## config.mk

```make
export PLATFORM = sky130hd
export DESIGN_NAME = branch_predictor
export DESIGN_NICKNAME = d
export VERILOG_FILES = /design/src/rtl/branch_predictor.sv
export SDC_FILE = /design/constraint.sdc
export NUM_CORES = 2
export LEC_CHECK = 0
export ABC_CLOCK_PERIOD_IN_PS = 4250
export CAP_MARGIN = 20
export CORE_ASPECT_RATIO = 1.5
export CORE_UTILIZATION = 50
export CTS_CLUSTER_DIAMETER = 60
export DETAILED_ROUTE_END_ITERATION = 12
export PLACE_DENSITY = 0.68
export SYNTH_ARGS = -nofsm -noshare
export SYNTH_HDL_FRONTEND = slang
export SYNTH_SLANG_ARGS = --single-unit
```

## constraint.sdc

```tcl
create_clock -name i_clk -period 4.25 [get_ports i_clk]
set_input_delay 0.6375 -clock i_clk [delete_from_list [all_inputs] [get_ports i_clk]]
set_output_delay 0.6375 -clock i_clk [all_outputs]
set_load 0.1 [all_outputs]
```

## src/rtl/branch_predictor.sv

```systemverilog
`default_nettype none
// ============================================================================
// Module : branch_predictor
// Desc   : Direct-mapped BTB with 2-bit saturating counters, EX-stage
//          misprediction detection and branch/mispredict counters.
// Rev    : 1.0 - initial release
// ============================================================================
module branch_predictor #(
    parameter int IDX_W = 4,
    parameter int CNT_W = 32
) (
    input  logic             i_clk,
    input  logic             i_reset,
    input  logic [31:0]      i_if_pc,
    output logic             o_pred_taken,
    output logic [31:0]      o_pred_pc,
    input  logic             i_ex_vld,
    input  logic             i_ex_br,
    input  logic             i_ex_jmp,
    input  logic [31:0]      i_ex_pc,
    input  logic             i_ex_taken,
    input  logic [31:0]      i_ex_target,
    input  logic             i_ex_pred_taken,
    input  logic [31:0]      i_ex_pred_pc,
    output logic             o_mispred,
    output logic [31:0]      o_redirect_pc,
    output logic [CNT_W-1:0] o_br_cnt,
    output logic [CNT_W-1:0] o_mis_cnt
);

    localparam int c_entries = 1 << IDX_W;
    localparam int c_tag_w   = 30 - IDX_W;

    logic [c_entries-1:0] r_valid;
    logic [c_tag_w-1:0]   r_tag    [c_entries];
    logic [31:0]          r_target [c_entries];
    logic [1:0]           r_ctr    [c_entries];
    logic [CNT_W-1:0]     r_br_cnt;
    logic [CNT_W-1:0]     r_mis_cnt;

    logic [IDX_W-1:0]     w_if_idx;
    logic [c_tag_w-1:0]   w_if_tag;
    logic                 w_if_hit;
    logic                 w_pred_taken;

    logic [IDX_W-1:0]     w_ex_idx;
    logic [c_tag_w-1:0]   w_ex_tag;
    logic                 w_ex_hit;
    logic                 w_ctl;
    logic                 w_actual;
    logic                 w_mispred;
    logic [1:0]           w_cur_ctr;
    logic [1:0]           w_new_ctr;
    logic                 w_tgt_we;
    logic                 w_unused;

    // Fetch-side lookup: reads the registered table only, so a same-cycle
    // update is never bypassed onto the prediction.
    assign w_if_idx     = i_if_pc[IDX_W+1:2];
    assign w_if_tag     = i_if_pc[31:IDX_W+2];
    assign w_if_hit     = r_valid[w_if_idx] && (r_tag[w_if_idx] == w_if_tag);
    assign w_pred_taken = w_if_hit && r_ctr[w_if_idx][1];

    assign o_pred_taken = w_pred_taken;
    assign o_pred_pc    = w_pred_taken ? r_target[w_if_idx] : (i_if_pc + 32'd4);

    // EX-side resolution
    assign w_ex_idx  = i_ex_pc[IDX_W+1:2];
    assign w_ex_tag  = i_ex_pc[31:IDX_W+2];
    assign w_ex_hit  = r_valid[w_ex_idx] && (r_tag[w_ex_idx] == w_ex_tag);
    assign w_cur_ctr = r_ctr[w_ex_idx];
    assign w_ctl     = i_ex_vld && (i_ex_br || i_ex_jmp);
    assign w_actual  = i_ex_jmp || i_ex_taken;
    assign w_mispred = w_ctl && ((w_actual != i_ex_pred_taken) ||
                                 (w_actual && (i_ex_target != i_ex_pred_pc)));

    assign o_mispred     = w_mispred;
    assign o_redirect_pc = w_actual ? i_ex_target : (i_ex_pc + 32'd4);

    always_comb begin
        w_new_ctr = w_cur_ctr;
        w_tgt_we  = 1'b0;
        if (!w_ex_hit) begin
            w_new_ctr = w_actual ? 2'b10 : 2'b01;
            w_tgt_we  = 1'b1;
        end else if (w_actual) begin
            w_tgt_we = 1'b1;
            if (w_cur_ctr != 2'b11)
                w_new_ctr = w_cur_ctr + 2'b01;
        end else if (w_cur_ctr != 2'b00) begin
            w_new_ctr = w_cur_ctr - 2'b01;
        end
        // Jumps are unconditional, so they always land strongly taken
        if (i_ex_jmp)
            w_new_ctr = 2'b11;
    end

    always_ff @(posedge i_clk or negedge i_reset) begin
        if (!i_reset) begin
            for (int i = 0; i < c_entries; i++) begin
                r_valid[i]  <= 1'b0;
                r_tag[i]    <= '0;
                r_target[i] <= '0;
                r_ctr[i]    <= 2'b01;
            end
            r_br_cnt  <= '0;
            r_mis_cnt <= '0;
        end else begin
            if (w_ctl) begin
                r_valid[w_ex_idx] <= 1'b1;
                r_tag[w_ex_idx]   <= w_ex_tag;
                r_ctr[w_ex_idx]   <= w_new_ctr;
                if (w_tgt_we)
                    r_target[w_ex_idx] <= i_ex_target;
            end
            r_br_cnt  <= r_br_cnt  + CNT_W'(w_ctl);
            r_mis_cnt <= r_mis_cnt + CNT_W'(w_mispred);
        end
    end

    assign o_br_cnt  = r_br_cnt;
    assign o_mis_cnt = r_mis_cnt;

    // Byte-offset bits of word-aligned PCs carry no information here
    assign w_unused = ^{i_if_pc[1:0], i_ex_pc[1:0]};

endmodule
`default_nettype wire

```

Word level (Yosys, flattened, before mapping)
Index checks and enable logic that the tools add are counted.
{"block": "classes", "shifts": 0, "multipliers": 0, "bitwise_logic": 3, "order_cmp": 6, "n_div": 0, "n_reduce_logical": 13, "add_sub_neg": 6, "eq_ne": 5, "mux": 40}
{"cell": "$bwmux 512", "n": 1}
{"cell": "$bwmux 416", "n": 1}
{"cell": "$bmux 26 s4", "n": 2}
{"cell": "$mux 32", "n": 5}
{"cell": "$mux 26", "n": 5}
{"cell": "$bmux 32 s4", "n": 1}
{"cell": "$demux 32 s4", "n": 1}
{"cell": "$demux 26 s4", "n": 1}
{"cell": "$add 32x1->32", "n": 2}
{"cell": "$add 32x3->32 const B", "n": 2}
{"cell": "$eq 26x26->1", "n": 2}
{"cell": "$bwmux 32", "n": 1}
{"cell": "$ne 32x32->1", "n": 1}
{"cell": "$mux 2", "n": 11}
{"cell": "$bmux 2 s4", "n": 2}
{"cell": "$or 16x16->16", "n": 1}
{"cell": "$ge 5x5->1 const B", "n": 2}
{"cell": "$lt 4x5->1 const B", "n": 2}
{"cell": "$not 4->5", "n": 2}
{"cell": "$bmux 1 s4", "n": 2}
{"cell": "$demux 2 s4", "n": 1}
{"cell": "$logic_and 1x1->1", "n": 8}
{"cell": "$lt 5x1->1 const B", "n": 1}
{"cell": "$mux 1", "n": 5}
{"cell": "other kinds (9)", "n": 11}
{"block": "word_totals", "latch_bits": 0, "inputBits": 135, "word_cells": 124, "register_bits": 1040, "mem_count": 0, "mem_bits_rw": 0, "rom_bits": 0}

Depth between registers and ports, before layout
{"block": "logic_depth", "word_depth": 10, "ltp_mapped": 15, "depth_no_buf": 12}

Least setup slack after synthesis
Ideal clock, no wire load.
{"block": "synth_path", "path_type": "input to output", "from": "input port i_if_pc[2]", "to": "output port o_pred_taken", "path_buffers": 2, "arrival_time_ns": 6.387, "path_stages": 9, "path_slack_ns": -2.775, "cell_sequence": "clkbuf_1 buf_1 mux4_2 mux4_2 xnor2_1 nand2_1 or3b_2 or4_1 nor4_1"}
{"block": "synth_between", "elab_chain_cells": 7}
{"element": "start, declared", "line": "14", "rtl": "input logic [31:0] i_if_pc,"}
{"element": "$not 4->5 (not written as such)", "line": "61, 62"}
{"element": "$bmux 26 s4", "line": "61", "rtl": "assign w_if_hit = r_valid[w_if_idx] && (r_tag[w_if_idx] == w_if_tag);"}
{"element": "$mux 26 (not written as such) (2 in a row)", "line": "61"}
{"element": "$eq 26x26->1", "line": "61"}
{"element": "$logic_and 1x1->1", "line": "61"}
{"element": "$logic_and 1x1->1 (*)", "line": "62", "rtl": "assign w_pred_taken = w_if_hit && r_ctr[w_if_idx][1];"}
{"element": "end, declared", "line": "15", "rtl": "output logic o_pred_taken,"}
Every way passes the cells marked *; elsewhere a longest branch is shown, timed or not. The select of a mux whose other input is x is not followed.

Worst setup path in the final report
{"block": "layout_path", "from": "register r_tag[54] in the netlist's numbering", "to": "output port o_pred_taken"}
{"block": "layout_between", "elab_chain_cells": 6}
{"element": "start, declared", "line": "35", "rtl": "logic [c_tag_w-1:0] r_tag [c_entries];"}
{"element": "start signal, assigned by index", "line": "111", "rtl": "r_tag[w_ex_idx] <= w_ex_tag;"}
{"element": "$bmux 26 s4", "line": "61"}
{"element": "$mux 26 (not written as such) (2 in a row)", "line": "61"}
{"element": "$eq 26x26->1", "line": "61"}
{"element": "$logic_and 1x1->1", "line": "61"}
{"element": "$logic_and 1x1->1", "line": "62"}
Every way passes these cells. The select of a mux whose other input is x is not followed.

==> out/results.ini <==
[timing]
fin_skew_ns=0.0459
period_share_pct=108
setup_viol=33
hold_violations=0
min_period_ns=4.58
drv_slew=0
relSlewSlack_pct=32.4
rsz0062_at_grt=true
final.setup.worst_slack_ns=-0.333
worst_pin_slew_ns=1.01
fmax_mhz=218
fin_setup_tns_ns=-7.36

[power_and_ir_drop]
internal_power_w=0.0218
combPwrFrac_pct=25.3
leakagePower_nw=29.1
pwr-share-clk_pct=31.0
ir_drop_mv=0.531
net-switching-power_w=0.00951
power_frac_seq_pct=43.6
cellPowerDensity_nw_per_um2=479
swShare_pct=30.4

[route]
vias=38800
first_pass_iters=6
drtIter0Drc=4147
antenna_left=0
vias_per_cell=6.22
drcViolationCount=0
post_drt_wl_per_cell_um=30.1
routed_wl_um=188000

[setup_path]
worstSetupPathType=register to primary output
critPathLaunchType=register
path_max_fanout=3
worst_ep_required_time_ns=3.61
worst_ep_arrival_time_ns=3.95
end_kind=primary output

[placed_design]
dpl.hpwl_um=130000
port_buffers=264
preCtsSetupSlack_ns=-0.597
place_congestion=0.995

[run_status]
status=finished with violations
failed_checks=setup timing

[grt]
track_usage_pct=34.8
grt-ovfl-total=0
grt_max_degree=117
grt_pass1_vias=40100
grt_pass1_wl_um=277000
antenna_found_initial=4

[logic_synthesis]
synthesis.nets=4455
ys.flop_type=dfrtp_1
ys_types=67
synth_area_um2=54100
synth_edf_count=0
synth.avg_cell_area_um2=12.5
ys_ff_latch=1040
syn_inst=4311
synthArstFlopShare_pct=100
synth-seq-area-share_pct=48.2
yosysWarnings=0

[floorplanning]
start_util_pct=50.5
pin_count=265
dieArea_um2=109000
fp.coreArea_um2=107000
num_rows=147
fp.dieW_um=271
die_h_um=405

[worst_hold_path]
hp-class=register to register

[final_layout]
final_nets=4875
nFillCells=8245
synthToLayoutAreaGrowth_pct=21.1
layout-drive-gt1-share_pct=36.2

[clock_tree]
clk_latency_ns=0.75
h-tree-depth=3
cts_tree=done
numClockSinks=1040
cts-buffers-inserted=102
clk_pin_slew_ns=0.06
clockRootBuffer=clkbuf_16
cts_buffer_depth=3

[job]
drv_cap=0

[layer usage]
layer,global-route usage (%),wire [um],vias up
met3,7.41,17000,626
met5,0,34,-
met4,23.8,14500,4
met1,42.8,68300,19800
li1,-,-,16100
met2,55.3,88100,2189
[cell families (layout without fill, tap and decap cells)]
group                    after synthesis  in the layout  synth area share, %
multiplexers                        1022           1022                 31.0
flip-flops                          1040           1040                 48.2
XOR/XNOR                             198            198                 3.21
buffers and inverters                400            906                 3.49
adder cells (fa/ha/maj)               10             10                0.227
other                                  0              1                    0
AND/OR/NAND/NOR                     1283           1283                 10.0
AO/OA/AOI/OAI                        358            358                 3.81
[worst max-delay path: stages, from the launching register on]
cell	delay, ns
dfrtp_1	0.40
mux4_2	0.45
mux4_2	0.55
xnor2_4	0.25
buf_6	0.15
nand2_2	0.05
or3b_4	0.38
or4_4	0.43
nor4_4	0.30
buf_12	0.23
[timing repair]
item	in CTS	in global routing
gates resized for setup	12	7
buffers inserted	2	0
endpoints found under the setup margin	33	38
hold endpoints to repair	6	0
hold buffers	1	0
pin swaps	3	0
[power groups by stage]
stage	registers (W)	logic, W	clock network (W)
final	0.0137	0.00793	0.00973
after global routing	0.0139	0.00841	0.0102
after CTS	0.0136	0.00791	0.00983
after detailed placement	0.0137	0.00784	0
after global placement	0.0136	0.00766	0
after floorplan	0.0136	0.00505	0
[synth_stat cells (21+ instances only)]
library cell	count	area [um^2]
mux2i_1	47	470
xor2_1	63	552
clkbuf_1	249	935
mux2_4	300	4500
o22ai_1	24	150
dfrtp_1	1024	25600
buf_6	39	439
nand3_1	74	370
nand2_1	988	3710
mux4_2	374	8420
buf_2	35	175
mux2_2	298	3360
o21ai_0	244	1220
xnor2_1	135	1180
buf_1	36	135
nor2_1	47	176
nand4_1	37	231
and3_1	21	131
nor3_1	24	120
[cells in the final DEF, fill, tap and decap left out, types with 17 or more instances in the layout]
master,Yosys,routed
and3_1,21,21
buf_12,1,142
buf_4,5,353
clkbuf_1,249,17
clkbuf_16,0,102
clkbuf_8,0,23
clkdlybuf4s50_1,0,189
clkinv_2,0,21
dfrtp_1,1024,1024
inv_1,18,18
mux2_2,298,298
mux2_4,300,300
mux2i_1,47,46
mux4_2,374,374
nand2_1,988,986
nand2b_1,18,18
nand3_1,74,58
nand4_1,37,37
nor2_1,47,41
nor3_1,24,22
o21ai_0,244,218
o22ai_1,24,24
o31ai_1,17,17
xnor2_1,135,128
xor2_1,63,63
[stage by stage]
stage | cell area, um^2 | power [W] | hold slack, ns | cells | utilization (%)
6_report | 65500 | 0.0313 | 0.473 | 6233 | 61.2
5_1_grt | 65500 | 0.0325 | 0.494 | 6233 | 61.2
4_1_cts | 65400 | 0.0313 | 0.482 | 6232 | 61.1
3_5_place_dp | 61800 | 0.0216 | 0.474 | 6039 | 57.7
3_3_place_gp | 61800 | 0.0213 | 0.468 | 6039 | 57.7
2_1_floorplan | 54300 | 0.0186 | 0.342 | 4311 | -
[cell type report]
| class | count | area [um^2] | area share [%] |
|---|---|---|---|
| Antenna cell | 1 | 2.50 | 0.00382 |
| Timing Repair Buffer | 693 | 7530 | 11.5 |
| Tap cell | 1415 | 1770 | 2.70 |
| Sequential cell | 1040 | 26000 | 39.8 |
| Multi-Input combinational cell | 2871 | 26500 | 40.4 |
| Inverter | 23 | 86.3 | 0.132 |
| Clock inverter | 48 | 644 | 0.984 |
| Clock buffer | 142 | 2930 | 4.48 |
[state kept, by name, indices dropped and copies added (netlist names)]
signal     count
r_ctr         32
r_valid       16
o_br_cnt      32
r_target     512
r_tag        416
o_mis_cnt     32
[path summary, 6_finish.rpt]
check | startpoint | to | slack [ns] | cells after the start
min | o_br_cnt[31] | o_br_cnt[31] | 0.47 | 1
max | r_tag[54] | o_pred_taken | -0.33 | 9
min reg2reg | o_br_cnt[31] | o_br_cnt[31] | 0.47 | 1
max reg2reg | r_tag[182] | r_ctr[8] | 0.49 | 10
min in group asynchronous | i_reset | o_br_cnt[7] | 0.54 | 2
max in group asynchronous | i_reset | r_target[374] | 2.46 | 4
Power figures use the tool's default switching activity.
